File: config.mk
export PLATFORM = sky130hd
export DESIGN_NAME = ticket_dispense_arbiter
export DESIGN_NICKNAME = d
export VERILOG_FILES = /design/src/rtl/ticket_dispense_arbiter.sv
export SDC_FILE = /design/constraint.sdc
export NUM_CORES = 1
export LEC_CHECK = 0
export ABC_AREA = 1
export BUFFER_PORTS_ARGS = -buffer_cell sky130_fd_sc_hd__buf_2
export CORE_ASPECT_RATIO = 1.4
export CORE_UTILIZATION = 25
export DETAILED_ROUTE_END_ITERATION = 10
export GPL_ROUTABILITY_DRIVEN = 0
export GPL_TIMING_DRIVEN = 0
export PLACE_DENSITY = 0.41
export SKIP_CTS_REPAIR_TIMING = 1
export SLEW_MARGIN = 15
export SYNTH_ARGS = -nofsm -noshare
export SYNTH_HDL_FRONTEND = slang
export SYNTH_SLANG_ARGS = --single-unit
File: constraint.sdc
create_clock -name clk -period 1.75 [get_ports clk]
set_input_delay 0.2625 -clock clk [delete_from_list [all_inputs] [get_ports clk]]
set_output_delay 0.2625 -clock clk [all_outputs]
set_load 0.03 [all_outputs]
File: src/rtl/ticket_dispense_arbiter.sv
// ticket_dispense_arbiter: round-robin sharing of one ticket printer between NREQ front-ends,
// with start/done handshake, per-requester ack/err pulses, issued-ticket counter and sticky fault.
module ticket_dispense_arbiter #(
   parameter int NREQ    = 4,
   parameter int TIMEOUT = 255,
   parameter int CNT_W   = 16,
   parameter int IDW     = 2
) (
   input  logic             clk,
   input  logic             clear,
   input  logic [NREQ-1:0]  req,
   output logic [NREQ-1:0]  ack,
   output logic [NREQ-1:0]  err,
   output logic             prn_start,
   input  logic             prn_busy,
   input  logic             prn_done,
   output logic [IDW-1:0]   grant_id,
   output logic             busy,
   output logic [CNT_W-1:0] tickets_issued,
   output logic             fault
);
   localparam int TW = $clog2(TIMEOUT);
   typedef enum logic [2:0] {IDLE, START, WAIT_DONE, ACK, TOUT} state_t;
   state_t           r_state, w_next;
   logic [IDW-1:0]   r_ptr, r_gid, w_sel, w_gid_inc;
   logic [TW-1:0]    r_timer;
   logic [CNT_W-1:0] r_cnt;
   logic             r_fault;
   logic             w_tmo;
   // Scan from the highest offset down so the lowest offset from r_ptr is the last writer and wins.
   always_comb begin
      w_sel = '0;
      for (int i = NREQ - 1; i >= 0; i--) begin
         int k;
         k = int'(r_ptr) + i;
         if (k >= NREQ) k = k - NREQ;
         if (req[k]) w_sel = IDW'(k);
      end
   end
   assign w_tmo     = r_timer == TW'(TIMEOUT - 1);
   assign w_gid_inc = (r_gid == IDW'(NREQ - 1)) ? '0 : r_gid + 1'b1;
   always_ff @(posedge clk) begin
      if (clear) begin
         r_state <= IDLE;
         r_ptr   <= '0;
         r_gid   <= '0;
         r_timer <= '0;
         r_cnt   <= '0;
         r_fault <= 1'b0;
      end else begin
         r_state <= w_next;
         r_timer <= (r_state == WAIT_DONE) ? r_timer + 1'b1 : '0;
         if (r_state == IDLE && w_next == START) r_gid <= w_sel;
         if (r_state == ACK || r_state == TOUT) r_ptr <= w_gid_inc;
         if (r_state == ACK && r_cnt != '1) r_cnt <= r_cnt + 1'b1;
         if (r_state == TOUT) r_fault <= 1'b1;
      end
   end
   always_comb begin
      w_next = IDLE;
      case (r_state)
         IDLE:      w_next = (|req && !prn_busy) ? START : IDLE;
         START:     w_next = WAIT_DONE;
         WAIT_DONE: w_next = prn_done ? ACK : (w_tmo ? TOUT : WAIT_DONE);
         default:   w_next = IDLE;
      endcase
   end
   always_comb begin
      ack            = (r_state == ACK)  ? NREQ'(1) << r_gid : '0;
      err            = (r_state == TOUT) ? NREQ'(1) << r_gid : '0;
      prn_start      = r_state == START;
      busy           = r_state != IDLE;
      grant_id       = r_gid;
      tickets_issued = r_cnt;
      fault          = r_fault;
   end
endmodule

==> flow_summary.toml, run 1 <==
[setup_path]
path_cells = "inv_1 > nor3_4 > inv_2 > nor2_1 > buf_2"
crit_arrival_ns = 1.36
reg2regPathDepth = 9
worst-path-max-fanout = 5
crit_buf_inv = 3
worst_setup_path_start_kind = "flop"
cp.required_ns = 1.49
crit_cells = 5
worst-setup-path-type = "flop to output port"
slowest_stage = "dfxtp_1"
crit_family = "buffers and inverters"
cp-end-kind = "output port"
slowest_delay_ns = 0.35

[synth]
synth-simple-area-share_pct = 36.4
yosys-top-cells-count = "67 x nand2_1, 45 x inv_1, 33 x nor2_1"
ys_ff_latch = 32
synth_compound_area_share_pct = 11.0
synth.top_cell.area_share_pct = 33.9
synth_top_family_by_area = "simple AND/OR/NAND/NOR gates"
syn-cell-area_um2 = 1890
synth_cells = 279
synth_most_common_cell = "nand2_1"
synth-edff-count = 0
synthArstFlopShare_pct = 0
yosysWarnings = 0
yosys.area.top_type = "dfxtp_1"
yosysSeqAreaShare_pct = 33.9
post_synth_xor_area_fraction_pct = 2.78
synth_fa_ha_area_share_pct = 4.64
synthDistinctLibCells = 34
synth.avg_cell_area_um2 = 6.77
synthMuxAreaShare_pct = 0
synth_area_leaders = "dfxtp_1 34%, nand2_1 13%, inv_1 8.9%"
synth_nets = 294
synthFlopType = "dfxtp_1"

[drt]
drc = 0
postRouteAntennaNets = 0
vias = 1782
first_pass_iters = 4
drt_wl_total_um = 4600
drt-initial-drc-count = 44
via_per_inst = 4.25
wire_per_inst_um = 11.0

[clocking]
clk_pin_slew_ns = 0.08
cts_buffers = 5
htreeDepth = 2
cts.path.max_buffers = 2
cts_tree = "yes"
cts_sinks = 32
cts_root_buf = "clkbuf_8"
clock_latency_ns = 0.29

[floorplan]
initial_core_util_pct = 25.8
die_w_um = 75.5
io_pins = 37
die-area_um2 = 7910
rows = 37
die_h_um = 105
core-area_um2 = 7310

[sta]
hold_viol = 0
fin_hold_ws_ns = 0.236
grt_setup_unrepaired = "no"
worst_pin_slew_ns = 0.602
worst_clock_skew_ns = 0.00830
max_freq_ghz = 0.616
slew_headroom_pct = 59.9
setup_violations = 0
setup_slack_ns = 0.128
drv_slew = 0
period_share_pct = 92.7
fin_crit_ns = 1.62
setup-tns-final_ns = 0

[place]
place_area_um2 = 2190
dpl.cell_count = 411
post-place-ws_ns = 0.108
hpwl_um = 3580
port_buffers = 35

[global_route]
antenna_found_initial = 0
grtUsageTotal_pct = 12.7
grt_max_degree = 12
grt_pass1_vias = 1665
grt_pass1_wl_um = 7650
gr-total-overflow = 0

[flow_run]
cap_violations = 0

[power]
vdd.ir_drop.worst_mv = 0.342
power_density_nw_per_um2 = 708
leakagePower_nw = 0.959

[cells_and_area]
fill_cells = 852
n_antenna_cell = 0
fin_nets = 336
multiInputGateArea_um2 = 1040
area_growth_syn_to_layout_pct = 22.3
drive_gt1_share_pct = 21.1
seqCellArea_um2 = 641
final_cells = 419
postLayoutCellArea_um2 = 2310

[worst_hold_path]
hold_path_depth = 2
hold_class = "input pin to flop"

[run_status]
status = "complete, no violations"
cell usage in the layout, fill, tap and decap left out, types with 4 or more instances in the layout:
cell type   n
nor2_1     33
nand3_1    17
a21oi_1    16
ha_1        7
a21oi_2     5
nor3_1     10
dfxtp_1    32
clkbuf_8    5
inv_1      44
xor2_1      4
o21ai_0    10
nand2_1    67
nor3_2      5
buf_2      34
registers in the layout, summed over array words and instances (netlist names):
register and cells:
fault 1, r_state 3, grant_id 2, tickets_issued 16
r_ptr 2, r_timer 8
path summary, 6_finish.rpt:
kind                                endpoint  slack [ns]                           start
max reg2reg  tickets_issued[13]$_SDFFE_PP0P_        0.18  tickets_issued[0]$_SDFFE_PP0P_
max                                   ack[1]        0.13           r_state[0]$_SDFF_PP0_
min           tickets_issued[4]$_SDFFE_PP0P_        0.24                           clear
min reg2reg               fault$_SDFFE_PP0P_        0.46              fault$_SDFFE_PP0P_
worst reg2reg max path: stages, from the launching register on:
cell     delay (ns)
dfxtp_1        0.39
ha_1           0.16
inv_1          0.09
nor2_4         0.17
nand4_2        0.14
nand2_4        0.14
inv_4          0.07
buf_6          0.14
nand2_1        0.08
a21oi_2        0.05
area by class of cell:
cell class,instances,area share (%)
buffer,4,1.35
clock buffer,5,2.98
clock inverter,3,1.84
inverter,48,7.91
multi-input combinational,195,45.2
sequential,32,27.7
tap,97,5.25
timing repair buffer,35,7.69
through the flow:
step           total power, W  utilization, %
6_report              0.00163            31.6
4_1_cts               0.00167            31.4
3_3_place_gp         0.000934            29.9
2_1_floorplan        0.000885               -
5_1_grt               0.00171            31.6
3_5_place_dp         0.000932            29.9
cells by family after synthesis:
family / after synthesis
XOR/XNOR: 6
flip-flops: 32
buffers and inverters: 52
adder cells (fa/ha/maj): 7
AO/OA/AOI/OAI: 36
AND/OR/NAND/NOR: 146
where the power goes:
part | internal, W | switching (W) | leakage, nW
Combinational | 0.0000498 | 0.000111 | 0.646
Clock | 0.000421 | 0.000301 | 0.0541
Sequential | 0.000739 | 0.0000119 | 0.258
metal layers:
metal	vias up	global-route usage (%)	wire length [um]
met1	791	15.3	2110
met5	-	0	0
met3	4	2.60	124
met4	0	4.37	50
li1	963	-	-
met2	24	21.6	2320
Power figures use the tool's default switching activity.
==> run 2: changes to the inputs <==
Clock period 1.75 ns to 1.5 ns, I/O delays scaled along.
==> flow_summary.toml, run 2 (synthesized netlist as in run 1, its figures left out) <==
[cells_and_area]
n_antenna_cell = 0
postLayoutCellArea_um2 = 2510
final_common_cell = "nand2_1"
area_growth_syn_to_layout_pct = 32.8
fill_cells = 846
layout_common_cells = "64 x nand2_1, 40 x inv_1, 32 x nor2_1"
seqCellArea_um2 = 671
drive_gt1_share_pct = 31.6
largest_reg_flops = 16
multiInputGateArea_um2 = 1120
final_cells = 426
fin_nets = 343

[setup_path]
worst-path-max-fanout = 5
crit_family = "flip-flops"
r2r_end = "tickets_issued[1]$_SDFFE_PP0P_"
r2r_setup_slack_ns = 0.06
worst-setup-path-type = "flop to output port"
crit_buf_inv = 3
slowest_stage = "dfxtp_2"
reg2regPathDepth = 8
slowest_delay_ns = 0.35
path_cells = "inv_2 > nor3_4 > inv_2 > nor2_1 > buf_4"
crit_top_cell = "inv_2"
cp-end-kind = "output port"
cp.required_ns = 1.27
worst_setup_path_start_kind = "flop"
crit_arrival_ns = 1.25
rr_startpoint = "tickets_issued[6]$_SDFFE_PP0P_"

[sta]
slew_headroom_pct = 59.7
setup_slack_ns = 0.0253
hold_viol = 0
fin_crit_ns = 1.47
setup-tns-final_ns = 0
worst_clock_skew_ns = 0.0110
max_freq_ghz = 0.678
worst_pin_slew_ns = 0.604
grt_setup_unrepaired = "yes"
setup_violations = 0
period_share_pct = 98.3
drv_slew = 0

[drt]
postRouteAntennaNets = 0
drt_wl_total_um = 4810
first_pass_iters = 4
vias = 1850
via_per_inst = 4.34
drc = 0
wire_per_inst_um = 11.3
drt-initial-drc-count = 30

[global_route]
grt_pass1_vias = 1655
grt_max_degree = 11
grt_pass1_wl_um = 7410
gr-total-overflow = 0
grtUsageTotal_pct = 12.3
antenna_found_initial = 0

[run_status]
status = "complete, no violations"

[floorplan]
io_pins = 37
rows = 37
die_w_um = 75.5
die-area_um2 = 7910
die_h_um = 105
initial_core_util_pct = 25.8
core-area_um2 = 7310

[place]
port_buffers = 35
hpwl_um = 3600
place_area_um2 = 2200
dpl.cell_count = 411
post-place-ws_ns = -0.101

[flow_run]
cap_violations = 0

[clocking]
cts_tree = "yes"
clock_latency_ns = 0.29
cts.path.max_buffers = 2
cts_root_buf = "clkbuf_8"
cts_sinks = 32
cts_buffers = 5
clk_pin_slew_ns = 0.06
htreeDepth = 2

[power]
power_density_nw_per_um2 = 718
leakagePower_nw = 1.06
vdd.ir_drop.worst_mv = 0.366
power.total_w = 0.00180

[worst_hold_path]
hold_path_depth = 3
hp-start = "prn_done"
min_delay_worst_endpoint = "r_state[0]$_SDFF_PP0_"
hold_class = "input pin to flop"
[run 2: how the worst max path moves through the flow]
stage                                   startpoint                              end  slack, ns  cells after the start
global placement    tickets_issued[0]$_SDFFE_PP0P_  tickets_issued[12]$_SDFFE_PP0P_      -0.09                      9
floorplan           tickets_issued[3]$_SDFFE_PP0P_  tickets_issued[12]$_SDFFE_PP0P_      0.008                      8
detailed placement  tickets_issued[0]$_SDFFE_PP0P_  tickets_issued[15]$_SDFFE_PP0P_      -0.10                      9
CTS                          r_state[1]$_SDFF_PP0_                           ack[3]      -0.18                      5
global route                 r_state[0]$_SDFF_PP0_                           ack[2]      -0.04                      5
finish                       r_state[0]$_SDFF_PP0_                           ack[3]       0.03                      5
[run 2: worst register-to-register path: cells and delay by family (launching register included)]
family                 cells  cell delay, ns
buffers and inverters      2            0.21
flip-flops                 1            0.44
AND/OR/NAND/NOR            6            0.70
[run 2: layer usage]
metal | wire length [um] | track usage, % | vias up
li1 | - | - | 983
met1 | 2130 | 14.6 | 828
met2 | 2440 | 21.0 | 35
met3 | 166 | 2.51 | 4
met4 | 66 | 4.76 | 0
met5 | 0 | 0 | -
[run 2: per-stage QoR]
stage	hold WS, ns	util [%]
floorplan	0.372	-
global placement	0.444	30.1
detailed placement	0.442	30.1
CTS	0.207	31.3
global route	0.205	34.3
finish	0.209	34.3
[run 2: layout make-up]
class / count / area share (%)
multi-input cells: 195 / 44.7
flip-flops and latches: 32 / 26.7
inverters: 48 / 7.48
well taps: 97 / 4.84
clock buffers: 7 / 3.44
plain buffers: 4 / 1.55
repair buffers: 42 / 11.0
clock inverters: 1 / 0.299
[run 2: power by group]
part	total, W	leakage [nW]	internal [W]	switching [W]
Clock	0.000720	0.0445	0.000373	0.000346
Combinational	0.000208	0.750	0.0000708	0.000137
Sequential	0.000875	0.267	0.000858	0.0000172
Total	0.00180	1.06	0.00130	0.000501
==> run 3: changes to the inputs <==
Settings changed: CORE_UTILIZATION 25 to 35, PLACE_DENSITY 0.41 to 0.54.
==> flow_summary.toml, run 3 (synthesized netlist as in run 1, its figures left out) <==
[run_status]
status = "complete, no violations"

[drt]
drt_wl_total_um = 4280
wire_per_inst_um = 10.9
postRouteAntennaNets = 0
vias = 1818
via_per_inst = 4.64
first_pass_iters = 4
drt-initial-drc-count = 79
drc = 0

[place]
post-place-ws_ns = -0.0719
dpl.cell_count = 380
hpwl_um = 3260
port_buffers = 35

[floorplan]
rows = 31
initial_core_util_pct = 36.4
die_h_um = 88.9
die-area_um2 = 5700
core-area_um2 = 5200
die_w_um = 64.1
io_pins = 37

[clocking]
clk_pin_slew_ns = 0.07
clock_latency_ns = 0.29
cts_sinks = 32
cts.path.max_buffers = 2
htreeDepth = 2
cts_root_buf = "clkbuf_8"
cts_buffers = 5
cts_tree = "yes"

[power]
leakagePower_nw = 1.03
power.total_w = 0.00179
power_density_nw_per_um2 = 734
vdd.ir_drop.worst_mv = 0.476

[setup_path]
worst-setup-path-type = "flop to output port"
rr_startpoint = "tickets_issued[0]$_SDFFE_PP0P_"
cp-end-kind = "output port"
cp.required_ns = 1.27
worst_setup_path_start_kind = "flop"
crit_start = "grant_id[0]$_SDFFE_PP0P_"
worst-path-max-fanout = 5
crit_arrival_ns = 1.23

[global_route]
grt_max_degree = 12
grtUsageTotal_pct = 15.9
gr-total-overflow = 0
grt_pass1_vias = 1626
antenna_found_initial = 0
grt_pass1_wl_um = 6990

[cells_and_area]
layout_common_cells = "64 x nand2_1, 42 x inv_1, 32 x nor2_1"
area_growth_syn_to_layout_pct = 28.9
final_common_cell = "nand2_1"
drive_gt1_share_pct = 30.4
fin_nets = 340
largest_reg_flops = 16
final_cells = 392
n_antenna_cell = 0

[flow_run]
cap_violations = 0

[sta]
max_freq_ghz = 0.689
drv_slew = 0
period_share_pct = 96.7
slew_headroom_pct = 60.1
setup_violations = 0
fin_hold_ws_ns = 0.190
worst_clock_skew_ns = 0.0117
worst_pin_slew_ns = 0.598
fin_crit_ns = 1.45
grt_setup_unrepaired = "yes"
hold_viol = 0
setup_slack_ns = 0.0489

[worst_hold_path]
hp-start = "clear"
hold_class = "input pin to flop"
-- run 3: final cells by class --
| class | instances | area [um^2] |
|---|---|---|
| fill | 569 | 2760 |
| multi-input combinational | 195 | 1110 |
| buffer | 4 | 38.8 |
| timing repair buffer | 39 | 243 |
| clock inverter | 2 | 13.8 |
| clock buffer | 6 | 82.6 |
| sequential | 32 | 674 |
| inverter | 48 | 188 |
| tap | 66 | 82.6 |
-- run 3: metrics by stage --
step | cell area [um^2] | util [%] | setup TNS (ns)
finish | 2430 | 46.8 | 0
global placement | 2160 | 41.6 | -0.416
global route | 2430 | 46.8 | -0.158
floorplan | 1900 | - | 0
CTS | 2260 | 43.4 | -1.30
detailed placement | 2160 | 41.6 | -0.504
-- run 3: power breakdown --
| group | leakage, nW | total (W) | switching [W] | internal, W |
|---|---|---|---|---|
| Clock | 0.0477 | 0.000721 | 0.000349 | 0.000373 |
| Combinational | 0.717 | 0.000196 | 0.000131 | 0.0000647 |
| Sequential | 0.268 | 0.000872 | 0.0000151 | 0.000856 |
-- run 3: routing by layer --
layer  global-route usage (%)  wire (um)  vias to the layer above
met3                     3.95        112                        6
met4                     6.67         72                        0
li1                         -          -                      974
met1                     17.0       1860                      821
met5                        0          0                        -
met2                     29.8       2230                       17
-- run 3: path summary, 6_finish.rpt --
kind	end	slack, ns	cells past startpoint
worst max-delay path	err[0]	0.05	5
worst min-delay path	tickets_issued[4]$_SDFFE_PP0P_	0.19	2
worst max register to register	tickets_issued[8]$_SDFFE_PP0P_	0.10	9
worst min register to register	fault$_SDFFE_PP0P_	0.45	2
-- run 3: critical path: stages, from the launching register on --
cell and delay, ns:
dfxtp_2 0.37, inv_1 0.08, ha_1 0.19, inv_1 0.08, nor2_1 0.05, clkbuf_4 0.17
